<file path="src/rtl/fir_mac_scheduler.sv">
// ---------------------------------------------------------------------------
// fir_mac_scheduler
//
// Purpose:
//   Time-multiplexed FIR filter. It computes
//     y[n] = sum_{k=0}^{TAPS-1} c[k] * x[n-k]
//   with one shared multiplier and one accumulator, one tap per clock.
//   All arithmetic is unsigned and full precision, zero-extended to OUT_W.
//
//   The controller is a three-state FSM:
//     IDLE : waits for a sample and accepts coefficient writes
//     MAC  : one multiply-accumulate per cycle for taps 0..TAPS-1
//     OUT  : presents the result until the consumer takes it
//
//   Accept at edge t.
//   The result is visible after edge t+TAPS.
//   With out_ready=1, the handshake happens at edge t+TAPS+1.
//   The next sample can be accepted at edge t+TAPS+2, so the minimum
//   sample period is TAPS+2 cycles.
//
// Handshakes (valid/ready):
//   A transfer happens at a rising edge where valid && ready are both 1.
//   A producer holds its data stable while valid=1 and ready=0.
//   valid never depends combinationally on ready.
//   - input side  : in_valid / in_ready, data x_in
//                   (in_ready=1 only in IDLE after reset release)
//   - output side : out_valid / out_ready, data y_out
//                   (out_valid=1 only in OUT)
//
// Ports:
//   clk        in   rising-edge clock
//   reset      in   asynchronous, active-low reset
//   x_in       in   sample data [DATA_W]
//   in_valid   in   x_in valid
//   in_ready   out  block can take a sample (IDLE only)
//   coef_we    in   coefficient write strobe
//   coef_addr  in   tap index to write [3]
//   coef_data  in   coefficient value [COEF_W]
//   coef_err   out  one-cycle pulse after a rejected coefficient write
//   y_out      out  filter result [OUT_W]; holds the last result
//   out_valid  out  y_out valid (OUT only)
//   out_ready  in   consumer takes y_out
//   busy       out  FSM not in IDLE
//   state_dbg  out  current FSM state encoding (0=IDLE, 1=MAC, 2=OUT)
// ---------------------------------------------------------------------------
module fir_mac_scheduler #(
    parameter int DATA_W = 8,
    parameter int COEF_W = 8,
    parameter int TAPS   = 3,
    parameter int OUT_W  = 18
) (
    input  logic              clk,
    input  logic              reset,
    input  logic [DATA_W-1:0] x_in,
    input  logic              in_valid,
    output logic              in_ready,
    input  logic              coef_we,
    input  logic [2:0]        coef_addr,
    input  logic [COEF_W-1:0] coef_data,
    output logic              coef_err,
    output logic [OUT_W-1:0]  y_out,
    output logic              out_valid,
    input  logic              out_ready,
    output logic              busy,
    output logic [1:0]        state_dbg
);

    localparam int PROD_W    = DATA_W + COEF_W;
    localparam int MIN_OUT_W = PROD_W + $clog2(TAPS);
    localparam logic [2:0] LAST_K = 3'(TAPS - 1);

    // Reject parameter sets where the result cannot hold the full sum.
    generate
        if (TAPS < 2 || TAPS > 8 || OUT_W < MIN_OUT_W) begin : g_param_check
            $error("fir_mac_scheduler: illegal TAPS/OUT_W combination");
        end
    endgenerate

    typedef enum logic [1:0] {
        S_IDLE = 2'd0,
        S_MAC  = 2'd1,
        S_OUT  = 2'd2
    } state_t;

    state_t state;
    state_t state_next;

    // Storage is sized for the maximum tap count.
    // This lets the 3-bit tap index select exactly.
    // Entries at or above TAPS stay at zero and are never selected.
    logic [DATA_W-1:0] h [8];
    logic [COEF_W-1:0] c [8];

    logic [OUT_W-1:0]  acc;
    logic [OUT_W-1:0]  acc_next;
    logic [OUT_W-1:0]  y_reg;
    logic [2:0]        k;
    logic [PROD_W-1:0] prod;

    // alive is 0 during reset and rises at the first edge after release.
    // It keeps in_ready low while reset is asserted, even though the
    // FSM already sits in IDLE then.
    logic alive;
    logic coef_err_q;

    logic accept;
    logic mac_step;
    logic coef_ok;
    logic coef_bad;

    function automatic logic [COEF_W-1:0] coef_init(input int idx);
        case (idx)
            0:       return COEF_W'(3);
            1:       return COEF_W'(2);
            2:       return COEF_W'(1);
            default: return '0;
        endcase
    endfunction

    // The single shared multiplier.
    // Its operands are selected by the tap index.
    assign prod     = h[k] * c[k];
    assign acc_next = acc + OUT_W'(prod);

    // ---------------------------------------------------------------
    // FSM: state register
    // ---------------------------------------------------------------
    always_ff @(posedge clk or negedge reset) begin
        if (!reset) begin
            state <= S_IDLE;
        end else begin
            state <= state_next;
        end
    end

    // ---------------------------------------------------------------
    // FSM: next-state logic
    // ---------------------------------------------------------------
    always_comb begin
        state_next = state;
        case (state)
            S_IDLE: if (in_valid && alive) state_next = S_MAC;
            S_MAC:  if (k == LAST_K)       state_next = S_OUT;
            S_OUT:  if (out_ready)         state_next = S_IDLE;
            default:                       state_next = S_IDLE;
        endcase
    end

    // ---------------------------------------------------------------
    // FSM: outputs and datapath strobes
    // ---------------------------------------------------------------
    always_comb begin
        in_ready  = 1'b0;
        out_valid = 1'b0;
        busy      = 1'b1;
        accept    = 1'b0;
        mac_step  = 1'b0;
        coef_ok   = 1'b0;
        coef_bad  = 1'b0;
        state_dbg = state;
        case (state)
            S_IDLE: begin
                in_ready = alive;
                busy     = 1'b0;
                accept   = in_valid && alive;
                // Widened compare so that TAPS=8 does not wrap to 0.
                coef_ok  = coef_we && ({1'b0, coef_addr} < 4'(TAPS));
                coef_bad = coef_we && !({1'b0, coef_addr} < 4'(TAPS));
            end
            S_MAC: begin
                mac_step = 1'b1;
                coef_bad = coef_we;
            end
            S_OUT: begin
                out_valid = 1'b1;
                coef_bad  = coef_we;
            end
            default: begin
                coef_bad = coef_we;
            end
        endcase
    end

    // ---------------------------------------------------------------
    // Datapath: history, coefficients, accumulator, result
    // ---------------------------------------------------------------
    always_ff @(posedge clk or negedge reset) begin
        if (!reset) begin
            alive      <= 1'b0;
            acc        <= '0;
            k          <= '0;
            y_reg      <= '0;
            coef_err_q <= 1'b0;
            for (int i = 0; i < 8; i++) begin
                h[i] <= '0;
                c[i] <= coef_init(i);
            end
        end else begin
            alive      <= 1'b1;
            coef_err_q <= coef_bad;

            // A write that lands with an accept is visible at the first
            // MAC cycle, so the accepted sample uses the new value.
            if (coef_ok) begin
                c[coef_addr] <= coef_data;
            end

            if (accept) begin
                h[0] <= x_in;
                for (int i = 1; i < 8; i++) begin
                    if (i < TAPS) begin
                        h[i] <= h[i-1];
                    end
                end
                acc <= '0;
                k   <= '0;
            end else if (mac_step) begin
                acc <= acc_next;
                if (k == LAST_K) begin
                    // Capture the finished sum.
                    // y_out then holds it through OUT and after the
                    // handshake.
                    y_reg <= acc_next;
                    k     <= '0;
                end else begin
                    k <= k + 3'd1;
                end
            end
        end
    end

    assign y_out    = y_reg;
    assign coef_err = coef_err_q;

endmodule

</file>
<file path="config.mk">
export PLATFORM = sky130hd
export DESIGN_NAME = fir_mac_scheduler
export DESIGN_NICKNAME = d
export VERILOG_FILES = /design/src/rtl/fir_mac_scheduler.sv
export SDC_FILE = /design/constraint.sdc
export NUM_CORES = 1
export LEC_CHECK = 0
export ABC_CLOCK_PERIOD_IN_PS = 9400
export CORE_UTILIZATION = 35
export DETAILED_ROUTE_END_ITERATION = 12
export GPL_TIMING_DRIVEN = 0
export SLEW_MARGIN = 0
export SYNTH_ARGS = -nofsm -noshare
export SYNTH_HDL_FRONTEND = slang
export SYNTH_SLANG_ARGS = --single-unit
</file>
<file path="constraint.sdc">
create_clock -name clk -period 9.4 [get_ports clk]
set_clock_uncertainty 0.2 [all_clocks]
set_input_delay 1.88 -clock clk [delete_from_list [all_inputs] [get_ports clk]]
set_output_delay 1.88 -clock clk [all_outputs]
set_load 0.01 [all_outputs]
</file>
## After elaboration in Yosys (flattened, before gate mapping)

Cells that the tools add are included.

- Register bits after elaboration: 131
- Output and inout bits: 24
- Word-level logic and storage cells: 67

- $mul: 1
- Muxes and demuxes: 25
- $add $sub $neg: 2
- Bitwise gates (word level): 3
- Eq/ne operators: 6
- $lt $le $gt $ge: 4
- Reduce and logical (&&, ||, !) cells: 9

Operators by type and width:

| cell | number |
|---|---|
| 64-bit bitwise mux | 1 |
| 8-bit binary-select mux with 3-bit select | 2 |
| 8-bit two-way mux | 5 |
| 18-bit two-way mux | 2 |
| 8-bit demux with 3-bit select | 1 |
| 18-bit by 16-bit adder with 18-bit output | 1 |
| 8-bit by 8-bit multiplier with 16-bit output | 1 |
| 3-bit two-way mux | 3 |
| 4-bit greater-or-equal comparator, second input constant | 2 |
| 3-bit NOT with 4-bit output | 2 |
| 1-bit two-way mux | 7 |
| 2-bit two-way mux | 3 |
| 2-bit inequality test, second input constant | 3 |
| 2-bit one-hot mux with 3 select lines | 1 |
| 3-bit AND reduction | 2 |
| 1-bit logical AND | 4 |
| 4-bit by 1-bit less-than comparator with 1-bit output, second input constant | 1 |
| 3-bit by 1-bit adder with 3-bit output, second input constant | 1 |
| 3-bit by 2-bit == test with 1-bit output, second input constant | 1 |
| 3-bit by 2-bit less-than comparator with 1-bit output, second input constant | 1 |
| 2-bit by 1-bit == test with 1-bit output, second input constant | 1 |
| 2-bit == test, second input constant | 1 |
| 2-bit zero test | 1 |
| 2-bit nonzero test | 1 |
| other kinds (2) | 2 |

## Logic depth before layout (Yosys ltp)

- Depth after elaboration: 8
- Depth in mapped cells: 24
- Depth with buffers taken out: 21

## Worst setup path after synthesis

No wires, ideal clock.

- Path type: register to register
- Start: register k[0]
- End: register acc[17]
- Data required time: 9131 ps
- Path buffers: 3
- Setup slack: 3803 ps
- Arrival time: 5328 ps
- Cell stages (with the launch flop): 21
- Path through: dfrtp_1 -> buf_2 -> buf_6 -> buf_6 -> mux4_2 -> mux2_2 -> nand2_1 -> fa_1 -> fa_1 -> inv_1 -> fa_1 -> inv_1 -> fa_1 -> inv_1 -> ha_1 -> o211ai_2 -> a21oi_4 -> o211ai_2 -> and4b_1 -> or4b_1 -> nand3_1

- Longest elaborated chain between the ends: 8
- Elaborated cells on any way between the ends: 11
- Classes of those cells: 1 x add/sub; 1 x mul; 8 x mux; 1 x bitwise

Ends and longest elaborated chain:

| item | RTL line | RTL |
|---|---|---|
| start, declared | 97 | `logic [2:0] k;` |
| start signal, assigned | 226 | `k <= k + 3'd1;` |
| 3-bit NOT with 4-bit output (not written as such) (*) | 122 | `assign prod = h[k] * c[k];` |
| 8-bit binary-select mux with 3-bit select | 122 |  |
| 8-bit two-way mux (not written as such) (2 in series) | 122 |  |
| 8-bit by 8-bit multiplier with 16-bit output (*) | 122 |  |
| 18-bit by 16-bit adder with 18-bit output (*) | 123 | `assign acc_next = acc + OUT_W'(prod);` |
| 18-bit two-way mux (*) | 217 | `end else if (mac_step) begin` |
| 18-bit two-way mux (*) | 208 | `if (accept) begin` |
| end signal, assigned | 218 | `acc <= acc_next;` |
| end, declared | 94 | `logic [OUT_W-1:0] acc;` |

Every way passes the cells marked *; elsewhere a longest branch is shown, timed or not. The select of a mux whose other input is x is not followed.
A chain may end at the register's enable or synchronous reset.

## Worst setup path after layout

- Start: register k[1]
- End: register acc[16]

Same word-level chain as after synthesis.

==> run summary <==
relative slew slack: 48.3%
fillers: 2207
number of cell rows: 55
min-delay worst type: reg2reg
Seq/Total Area, Yosys: 40.5%
Post-Synthesis Mean Instance Area: 10.0 um^2
Die Y: 154 um
DR vias/cell: 4.73
antenna-violating nets left: 0
clock tree from TritonCTS: yes
first-pass detailed-route iteration total: 4
Max Buffers Root-to-Sink: 2
required time at the worst-slack endpoint: 9510 ps
startpoint type of the worst setup path: flop
root cell of the clock tree: clkbuf_16
termination of the worst setup path: acc[16]$_DFFE_PN0P_
reg-to-reg setup timing slack: 3100 ps
count of instances resized after the clock tree is built: 0
Worst Path Arrival: 6410 ps
hold slack final: 251 ps
number of instances in the synthesized netlist: 810
Setup violations, final: 0
maximum number of pins on one net before global-route repair: 68
final critical path time including I/O delays and setup: 6300 ps
CTS Sinks: 131
FMAX: 159 MHz
global-route congestion overflow total: 0
max-slew violation count: 0
DRC marker count from the first detailed-route iteration: 270
final routed wirelength across all metal layers: 18.1 mm
Maximum Capacitance Violations: 0
EDFF count, synth: 0
via count of the first global-routing pass: 5933
hold buffers post-CTS: 0
most common cell after layout, fill and taps aside: nand2_1
share of final-layout standard cells stronger than drive strength 1: 11.7%
Skew-Pair Late Insertion Delay: 430 ps
endpoint of the lowest-slack register-to-register path: acc[16]$_DFFE_PN0P_
clock edge transition at the registers on the reported setup and hold paths: 60 ps
part of the cycle the worst path needs: 67.1%
Critical Path Source: k[1]$_DFFE_PN0P_
total CTS buffers: 17
R2R depth: 18
GRT Resource Usage Total: 17.0%
worst slew pin tran: 754 ps
commonest register cell after synthesis: dfrtp_1
setup_tns: 0 ps
area taken by multi-input logic gates: 4170 um^2
launch instance of the worst min-delay path: c[1]$_DFFE_PN0P_
startpoint of the most critical register-to-register path: k[1]$_DFFE_PN0P_
Final Hold Violating Endpoints: 0
last weighted congestion value of the routability-driven placer: 0.877
post-detailed-route wirelength per cell: 15.4 um
number of warning messages in the yosys log: 40
number of placed I/O pins: 48
HPWL after detailed placement: 13.9 mm
# Post-CTS Setup Buffers: 0
Diodes inserted: 0
initial core utilization: 35.7%
status: completed
number of distinct library cells after synthesis: 57
drt drc: 0
total number of vias: 5557
NumNets Final: 991
die width: 154 um
area inside the core boundary: 22700 um^2
maximum level of the CTS H-tree: 4
flip-flop and latch count after synthesis: 131
Post-Synthesis Net Count: 924
number of antenna violations at the first check in global routing: 0
wire length of the first global-routing pass: 31.0 mm
area added between synthesis and finish: 17.9%
area of the mapped netlist: 8110 um^2
async set or reset register ratio after synthesis: 100%
total die area: 23800 um^2
setup repair after global routing missed its margin: no
Post-Route Utilization: 42.1%
quantity of I/O buffers inserted on ports: 47
most used cells in the layout excluding fill and tap cells: 139 x nand2_1, 127 x dfrtp_1, 101 x inv_1, 61 x clkbuf_1, 50 x fa_1
maximum net fanout on the critical path: 10
type of the worst setup path: reg2reg
combined flip-flop and latch cell area: 3280 um^2
endpoint class of the critical path: flop
[critical path, cell delays in order (launching register included)]
cell and delay [ps]:
dfrtp_1 410, buf_2 300, buf_1 520, mux4_2 440
nor2_1 310, nor3_1 120, fa_1 510, fa_1 560
inv_1 60, fa_1 500, fa_1 550, inv_1 40
ha_1 330, and2_4 160, or2_0 210, a32o_1 240
o21ai_0 440, a211o_1 210, nand3_1 70
[area by class of cell]
class                      instances  area share [%]
sequential                       131            34.3
tap                              285            3.73
buffer                            68            2.89
multi-input combinational        510            43.6
clock inverter                    13            1.58
inverter                         101            3.96
clock buffer                      19            4.63
timing repair buffer              48            5.22
[synthesized netlist by cell type, types with 15 or more instances]
library cell	instances	area share, %
nand3_1	17	1.0
inv_1	101	4.7
ha_1	40	6.2
nand2_1	139	6.4
a21oi_1	15	0.93
fa_1	50	12
o21ai_0	37	2.3
dfrtp_1	127	39
nor2_1	43	2.0
mux4_2	16	4.4
mux2_2	28	3.9
clkbuf_1	60	2.8
[routing by layer]
metal  GRT usage, %  up-vias  routed length, um
li1               -     2729                  -
met1           23.0     2710               8460
met2           28.0       96               8800
met3           2.83       22                579
met4           5.48        0                282
met5              0        -                  0
[state kept, by name (all words and copies together), names as in the netlist]
name	count
coef_err	1
acc	18
y_out	18
alive	1
state_dbg	2
h	24
c	64
k	3
[cell families (layout without fill, tap and decap cells)]
logic type / Yosys count / count (layout) / share of synthesized area [%]
and+or+nand+nor: 266 / 266 / 14.8
buffers and inverters: 169 / 249 / 8.08
DFF: 131 / 131 / 40.5
adders and majority gates: 90 / 90 / 18.5
AOI/OAI and AO/OA: 85 / 85 / 6.96
muxes: 58 / 58 / 10.1
xor gates and xnor gates: 10 / 10 / 1.08
other: 1 / 1 / 0.0462
[through the flow]
step	worst slack [ps]	cell area, um^2	cells
floorplan	3800	8110	810
global placement	823	8940	1142
detailed placement	3140	8970	1143
CTS	3090	9560	1175
global route	2770	9560	1175
finish	3100	9560	1175
[worst min-delay path by stage]
stage                              to  slack, ps  cells after the start
global placement    c[13]$_DFFE_PN0P_        230                      1
global route         c[1]$_DFFE_PN0P_        260                      1
finish               c[1]$_DFFE_PN0P_        250                      1
CTS                 c[14]$_DFFE_PN0P_        260                      1
floorplan           c[10]$_DFFE_PN0P_        220                      1
detailed placement  c[14]$_DFFE_PN0P_        240                      1
Power is left out: the tool's default activity adds up to more than one toggle a clock period on the data nets, which glitch-free logic cannot reach.
